==> src/rtl/fabric_pkg.sv <==
// Shared definitions for the fabric tag-protocol blocks.
// Holds the skid-buffer occupancy states and the cfg_data field layout.
package fabric_pkg;

    // Occupancy of the 2-entry skid buffer
    typedef enum logic [1:0] {
        EMPTY = 2'd0,
        ONE   = 2'd1,
        FULL  = 2'd2
    } del_tag_state_e;

    // cfg_data layout: [tag_width] = chk_en, [tag_width-1:0] = exp_tag
    localparam int unsigned CFG_EXP_TAG_LSB = 0;

    function automatic int unsigned cfg_chk_en_bit(input int unsigned tag_width);
        return tag_width;
    endfunction

endpackage

==> src/rtl/fabric_skid_buf2.sv <==
// Generic 2-entry valid/ready skid buffer.
// in_ready is a register, so no combinational path runs from out_ready to in_ready.
module fabric_skid_buf2
    import fabric_pkg::*;
#(
    parameter int unsigned WIDTH = 8
) (
    input  logic             clk,
    input  logic             rst_n,
    input  logic             in_valid,
    output logic             in_ready,
    input  logic [WIDTH-1:0] in_data,
    output logic             out_valid,
    input  logic             out_ready,
    output logic [WIDTH-1:0] out_data
);

    del_tag_state_e   state;
    del_tag_state_e   state_n;
    logic [WIDTH-1:0] head_q;
    logic [WIDTH-1:0] tail_q;
    logic             rdy_q;
    logic             push;
    logic             pop;

    assign push      = in_valid && rdy_q;
    assign pop       = out_valid && out_ready;
    assign out_valid = (state != EMPTY);
    assign in_ready  = rdy_q;
    assign out_data  = head_q;

    // Next occupancy from push/pop
    always_comb begin
        state_n = state;
        unique case (state)
            EMPTY: if (push) state_n = ONE;
            ONE: begin
                if (push && !pop)      state_n = FULL;
                else if (!push && pop) state_n = EMPTY;
            end
            FULL:  if (pop) state_n = ONE;
            default: state_n = EMPTY;
        endcase
    end

    // Occupancy state register
    always_ff @(posedge clk or negedge rst_n) begin
        if (!rst_n) state <= EMPTY;
        else        state <= state_n;
    end

    // Registered ready: held low in reset, then tracks "not FULL"
    always_ff @(posedge clk or negedge rst_n) begin
        if (!rst_n) rdy_q <= 1'b0;
        else        rdy_q <= (state_n != FULL);
    end

    // Entry storage: head is the output beat, tail holds the second beat when FULL
    always_ff @(posedge clk or negedge rst_n) begin
        if (!rst_n) begin
            head_q <= '0;
            tail_q <= '0;
        end else begin
            unique case (state)
                EMPTY: if (push) head_q <= in_data;
                ONE: begin
                    if (push && pop) head_q <= in_data;
                    else if (push)   tail_q <= in_data;
                end
                FULL:  if (pop) head_q <= tail_q;
                default: ;
            endcase
        end
    end

endmodule

==> src/rtl/fabric_del_tag.sv <==
// Tag-strip endpoint: takes {tag, data} beats, optionally checks the tag,
// drops mismatching beats and buffers the rest in a 2-entry skid buffer.
// Optional mismatch counter: define FABRIC_DEL_TAG_ERR_CNT_EN.
module fabric_del_tag
    import fabric_pkg::*;
#(
    parameter int unsigned DATA_WIDTH    = 32,
    parameter int unsigned TAG_WIDTH     = 4,
    parameter int unsigned ERR_CNT_WIDTH = 16
) (
    input  logic                                   clk,
    input  logic                                   rst_n,
    input  logic                                   in_valid,
    output logic                                   in_ready,
    input  logic [DATA_WIDTH+TAG_WIDTH-1:0]        in_data,
    output logic                                   out_valid,
    input  logic                                   out_ready,
    output logic [(DATA_WIDTH > 0 ? DATA_WIDTH : 1)-1:0] out_data,
    output logic [TAG_WIDTH-1:0]                   out_tag,
    input  logic [TAG_WIDTH:0]                     cfg_data,
    input  logic                                   err_clr,
    output logic                                   err_mismatch
`ifdef FABRIC_DEL_TAG_ERR_CNT_EN
    ,
    output logic [ERR_CNT_WIDTH-1:0]               err_cnt
`endif
);

    localparam int unsigned IN_PW        = DATA_WIDTH + TAG_WIDTH;
    localparam int unsigned OUT_PW       = (DATA_WIDTH > 0) ? DATA_WIDTH : 1;
    localparam int unsigned CONFIG_WIDTH = TAG_WIDTH + 1;
    localparam int unsigned CHK_BIT      = cfg_chk_en_bit(TAG_WIDTH);

    if (TAG_WIDTH < 1) begin : g_bad_tag_width
        $fatal(1, "COMP_DEL_TAG_TAG_WIDTH");
    end
    if (ERR_CNT_WIDTH < 1) begin : g_bad_err_cnt_width
        $fatal(1, "COMP_DEL_TAG_ERR_CNT_WIDTH");
    end
    if (CONFIG_WIDTH != TAG_WIDTH + 1) begin : g_bad_cfg_width
        $fatal(1, "COMP_DEL_TAG_CONFIG_WIDTH");
    end

    logic [TAG_WIDTH-1:0] in_tag;
    logic [TAG_WIDTH-1:0] exp_tag;
    logic                 chk_en;
    logic                 accept;
    logic                 mismatch;
    logic                 buf_in_valid;
    logic [IN_PW-1:0]     head;

    assign in_tag   = in_data[IN_PW-1 -: TAG_WIDTH];
    assign exp_tag  = cfg_data[CFG_EXP_TAG_LSB +: TAG_WIDTH];
    assign chk_en   = cfg_data[CHK_BIT];
    assign accept   = in_valid && in_ready;
    assign mismatch = accept && chk_en && (in_tag != exp_tag);

    // A mismatching beat is still consumed (in_ready unaffected) but never offered
    // to the buffer, so the buffer's own push equals accept && !mismatch.
    assign buf_in_valid = in_valid && !(chk_en && (in_tag != exp_tag));

    fabric_skid_buf2 #(
        .WIDTH (IN_PW)
    ) u_buf (
        .clk       (clk),
        .rst_n     (rst_n),
        .in_valid  (buf_in_valid),
        .in_ready  (in_ready),
        .in_data   (in_data),
        .out_valid (out_valid),
        .out_ready (out_ready),
        .out_data  (head)
    );

    assign out_tag = head[IN_PW-1 -: TAG_WIDTH];

    if (DATA_WIDTH > 0) begin : g_payload
        assign out_data = head[OUT_PW-1:0];
    end else begin : g_no_payload
        assign out_data = '0;
    end

    // Sticky mismatch flag; a new mismatch wins over a same-cycle clear
    always_ff @(posedge clk or negedge rst_n) begin
        if (!rst_n)        err_mismatch <= 1'b0;
        else if (mismatch) err_mismatch <= 1'b1;
        else if (err_clr)  err_mismatch <= 1'b0;
    end

`ifdef FABRIC_DEL_TAG_ERR_CNT_EN
    // Saturating mismatch counter; clear with a same-cycle mismatch yields 1
    always_ff @(posedge clk or negedge rst_n) begin
        if (!rst_n) begin
            err_cnt <= '0;
        end else if (err_clr) begin
            err_cnt <= mismatch ? ERR_CNT_WIDTH'(1) : '0;
        end else if (mismatch && (err_cnt != '1)) begin
            err_cnt <= err_cnt + ERR_CNT_WIDTH'(1);
        end
    end
`endif

endmodule

==> config.mk <==
export PLATFORM = sky130hd
export DESIGN_NAME = fabric_del_tag
export DESIGN_NICKNAME = d
export VERILOG_FILES = /design/src/rtl/fabric_pkg.sv /design/src/rtl/fabric_skid_buf2.sv /design/src/rtl/fabric_del_tag.sv
export SDC_FILE = /design/constraint.sdc
export NUM_CORES = 1
export LEC_CHECK = 0
export ABC_CLOCK_PERIOD_IN_PS = 2600
export BUFFER_PORTS_ARGS = -buffer_cell sky130_fd_sc_hd__buf_4
export CAP_MARGIN = 20
export CORE_ASPECT_RATIO = 0.6
export CORE_MARGIN = 8
export CORE_UTILIZATION = 58
export DETAILED_ROUTE_END_ITERATION = 8
export GPL_ROUTABILITY_DRIVEN = 0
export PLACE_DENSITY = 0.89
export SLEW_MARGIN = 15
export SYNTH_ARGS = -nofsm -noshare
export SYNTH_HDL_FRONTEND = slang
export SYNTH_HIERARCHICAL = 1
export SYNTH_SLANG_ARGS = --single-unit
==> constraint.sdc <==
create_clock -name clk -period 2.6 [get_ports clk]
set_input_delay 0.26 -clock clk [delete_from_list [all_inputs] [get_ports clk]]
set_output_delay 0.26 -clock clk [all_outputs]
set_load 0.01 [all_outputs]
# Word level (Yosys, flattened, before mapping)
# Cells that the tools add are included.
# totals
regBits	76
out_inout_bits	39
# classes
eq_ne	7
n_mux	11
n_bitwise	1
n_reduce_logical	19
# op_table
operator	n
$mux 36	3
$pmux 36 s3	1
$logic_and 1x1->1	10
$mux 2	4
$ne 2x1->1 const B	3
$pmux 2 s3	1
$ne 4x4->1	1
$reduce_and 4->1	1
$reduce_bool 2->1	2
$logic_not 1->1	3
$reduce_and 3->1	1
$reduce_bool 3->1	1
$eq 2x1->1 const B	1
$eq 2x2->1 const B	1
$logic_not 2->1	1
$mux 1	2
$ne 2x2->1 const B	1
$not 1->1	1

# Logic depth before layout (Yosys ltp)
# depth
word_depth	11
ltp_mapped	7

# Modules after synthesis
# Netlist, hierarchy kept.
# modules_own_cells
module	instances	cells_each	area_per_inst_um2	seq_area_each_um2
fabric_skid_buf2	1	207	3560.9	1876.8
fabric_del_tag	1	10	96.3	25.0

# Worst setup path before layout
# No wires, ideal clock.
# synth_timing
path_kind	input-to-reg
startpoint	in cfg_data[1]
endpoint	reg u_buf.head_q[0], in the netlist u_buf/out_data[0]
setup_time_ns	0.125
t_arrival_ns	1.938
required_ns	2.475
path_slack_ns	0.536
path_stages	7
path_buffers	1
cell_sequence	xor2_1 -> o41ai_2 -> and2_1 -> nand2_1 -> o221ai_4 -> buf_6 -> mux2_4
# synth_via
elab_chain_cells	8
# synth_lines
item	line	text
start: declaration	fabric_del_tag.sv:20	input logic [TAG_WIDTH:0] cfg_data,
$ne 4x4->1 *	fabric_del_tag.sv:60	assign buf_in_valid = in_valid && !(chk_en && (in_tag != exp_tag));
$logic_and 1x1->1 *	fabric_del_tag.sv:60	
$logic_not 1->1 *	fabric_del_tag.sv:60	
$logic_and 1x1->1 *	fabric_del_tag.sv:60	
named net buf_in_valid	fabric_del_tag.sv:49	logic buf_in_valid;
$logic_and 1x1->1 *	fabric_skid_buf2.sv:26	assign push = in_valid && rdy_q;
$logic_and 1x1->1	fabric_skid_buf2.sv:67	if (push && pop) head_q <= in_data;
$ne 2x1->1 (no line)	n/a	
$reduce_and 4->1 (no line) *	n/a	
end signal: assignment	fabric_skid_buf2.sv:65	EMPTY: if (push) head_q <= in_data;
end signal: assignment	fabric_skid_buf2.sv:67	
end signal: assignment	fabric_skid_buf2.sv:70	FULL: if (pop) head_q <= tail_q;
end: declaration	fabric_skid_buf2.sv:20	logic [WIDTH-1:0] head_q;
# Mark *: on every way through the listed nets, which the timed path passes. The rest lies on a longest branch.
# A chain may end at the register's enable or synchronous reset.

# Worst setup path after layout
# layout_timing
startpoint	in cfg_data[1]
endpoint	reg u_buf.head_q[4], in the netlist u_buf/out_data[4]
# The elaborated chain is that of the path after synthesis.

==> flow_summary.toml <==
[global_routing]
track_usage_pct = 16.6
overflow = 0
grt_max_degree = 77
grt_pass1_wl_um = 12500
grt_pass1_vias = 2466
antenna_found_initial = 0

[critical_path]
arrival_ns = 2.25
slowest_delay_ns = 0.41
cp-end-kind = "flip-flop"
cp_cell_sequence = "buf_4, xor2_1, o41ai_2, and2_1, nand2_1, o221ai_4, buf_4, mux2_2"
path_class = "in -> reg"
r2r-end = "u_buf/out_data[7]$_DFFE_PN0P_"
rr_startpoint = "u_buf/state[0]$_DFF_PN0_"
cp_common_cell = "buf_4"
critPathMaxFanout = 14
r2r_cells = 4
startpoint_type = "input pin"
worst_path_max_delay_cell = "o41ai_2"
rrSetupSlack_ns = 0.84
required_ns = 2.83

[synthesis]
synthCells = 217
syn-num-nets = 263
synth_area_leaders = "dfrtp_1 52%, mux2_4 24%, mux2_2 15%"
ys_warn_count = 6
syn_avg_cell_area_sq_um = 16.9
yosysSeqAreaShare_pct = 52.0
syn_area_sq_mm = 0.00366
synth_top_area_cell = "dfrtp_1"
yosysTopAreaCellShare_pct = 52.0
synth-seq-cells = 76
ys_types = 21

[placed_design]
dpl.hpwl_um = 5040
place_area_sq_mm = 0.00435
port_buffers = 84
place_ws_ns = 0.241

[power]
vdd_ir_drop_max_uv = 594
leakage_nw = 2.25
powerDensity_mw_per_mm2 = 1040

[timing]
rsz0062_at_grt = "false"
setup_ws_ns = 0.577
relSlewSlack_pct = 37.9
slew_violations = 0
skew_ns = 0.00661
tightest_slew_ns = 0.931
setup_tns_ns = 0
hold_viol_final = 0
fmax_mhz = 494
fin_crit_ns = 2.02
setup_viol = 0
period_share_pct = 77.8
whs_ns = 0.0650

[floorplan]
io_pins = 85
die_height_um = 77.5
die_w_um = 119
die_area_sq_mm = 0.00919
core_sq_mm = 0.00611
rows = 22
start_util_pct = 59.8

[cts]
root_buffer = "clkbuf_8"
clk_pin_slew_worst_paths_ns = 0.08
h-tree-depth = 3
clk_path_buf_depth = 2
clock-sinks = 76
cts-buffers-inserted = 9
tritoncts = "built"
cts_resized = 0
clock_latency_ns = 0.34
ctsHoldBuffers = 0
cts_setup_buffers = 0

[cells_and_area]
drive_above_1_share_pct = 70.5
multi_input_area_sq_mm = 0.00164
final_net_count = 354
fillers = 406
seqCellArea_sq_mm = 0.00190
design_area_sq_mm = 0.00462
n_antenna_cell = 0
utilization_pct = 75.7
area_delta_synth_final_pct = 26.4

[job]
max_cap_viol_count = 0

[drt]
viasPerCell = 5.21
wl_um = 7210
ant_nets = 0
vias = 2062
wl_per_cell_um = 18.2
first_pass_iters = 4
drc = 0
drt_iter0_drc = 101

[min_path]
worstHoldPathType = "in -> async"

[outcome]
status = "finished clean"
## critical path: cells and delay by family
kind | cells | cell delay (ns)
muxes | 1 | 0.37
xor gates and xnor gates | 1 | 0.16
buffers and inverters | 2 | 0.41
AOI/OAI and AO/OA | 2 | 0.61
and+or+nand+nor | 2 | 0.43
## Yosys cell counts
cell,n
o221ai_1,1
o221ai_4,1
and2_1,1
dfrtp_1,76
buf_6,4
nand4b_1,1
nand2_1,2
inv_1,2
nand2b_1,3
nor2_4,1
nand3b_4,1
nand3b_1,1
mux2_4,59
or2_2,1
o41ai_2,1
xor2_1,4
buf_4,3
mux2_2,50
o22ai_1,1
a21o_1,1
buf_8,3
## area by class of cell
cell class              instances  area share (%)
clock buffers                  11            3.27
well taps                      84            2.27
flip-flops and latches         76            41.1
multi-input cells             129            35.4
clock inverters                 4            2.60
inverters                       2           0.162
repair buffers                 90            15.2
## worst max-delay path by stage
stage / to / slack, ns / startpoint / depth (start not counted)
2_1_floorplan: u_buf/out_data[0]$_DFFE_PN0P_ / 0.54 / cfg_data[1] / 7
3_3_place_gp: u_buf/out_data[1]$_DFFE_PN0P_ / 0.30 / cfg_data[1] / 8
3_5_place_dp: u_buf/out_data[1]$_DFFE_PN0P_ / 0.24 / cfg_data[1] / 8
4_1_cts: u_buf/out_data[3]$_DFFE_PN0P_ / 0.61 / cfg_data[1] / 8
5_1_grt: u_buf/out_data[5]$_DFFE_PN0P_ / 0.45 / cfg_data[1] / 8
6_report: u_buf/out_data[4]$_DFFE_PN0P_ / 0.58 / cfg_data[1] / 8
## layer usage
metal	part of all wire, %	vias up	GRT usage [%]
li1	-	963	-
met1	47	1043	20.8
met2	48	49	27.0
met3	5.1	7	5.64
met4	0.65	0	5.14
met5	0	-	0
## power breakdown
part	switching, mW	internal (mW)	leakage (nW)	total [mW]
sequential	0.320	1.72	0.901	2.04
combinational	0.546	1.02	1.21	1.57
clock	0.415	0.782	0.136	1.20
total	1.28	3.53	2.25	4.81
## state kept, by name (all words and copies together) (netlist names)
name and count:
u_buf/in_ready 1, err_mismatch 1, u_buf/out_data 36, u_buf/state 2, u_buf/tail_q 36
## placed cells by master, fill, tap and decap left out
cell type	synthesis	final
a21o_1	1	1
nand3b_4	1	1
buf_12	0	2
inv_1	2	2
or2_2	1	1
nor2_4	1	1
clkbuf_8	0	11
dfrtp_1	76	76
and2_1	1	1
nand4b_1	1	1
nand3b_1	1	1
nand2b_1	3	2
o221ai_1	1	1
o221ai_4	1	1
o22ai_1	1	1
mux2_4	59	59
mux2_2	50	50
buf_4	3	88
nand2_1	2	2
bufinv_16	0	4
o41ai_2	1	1
nand2b_2	0	1
xor2_1	4	4
## through the flow
step	cells	power, mW
after CTS	396	4.87
after detailed placement	381	3.65
final	396	4.81
after global routing	396	5.07
after floorplan	217	2.96
after global placement	381	3.56
## cell families (layout without fill, tap and decap cells)
group                  after synthesis  after routing  share of synthesized area [%]
multiplexers                       109            109                           39.6
buffers and inverters               12            107                           3.28
AO/OA/AOI/OAI                        5              5                           1.78
AND/OR/NAND/NOR                     11             11                           2.36
XOR/XNOR                             4              4                          0.958
flip-flops                          76             76                           52.0
(Power assumes the default switching activity.)
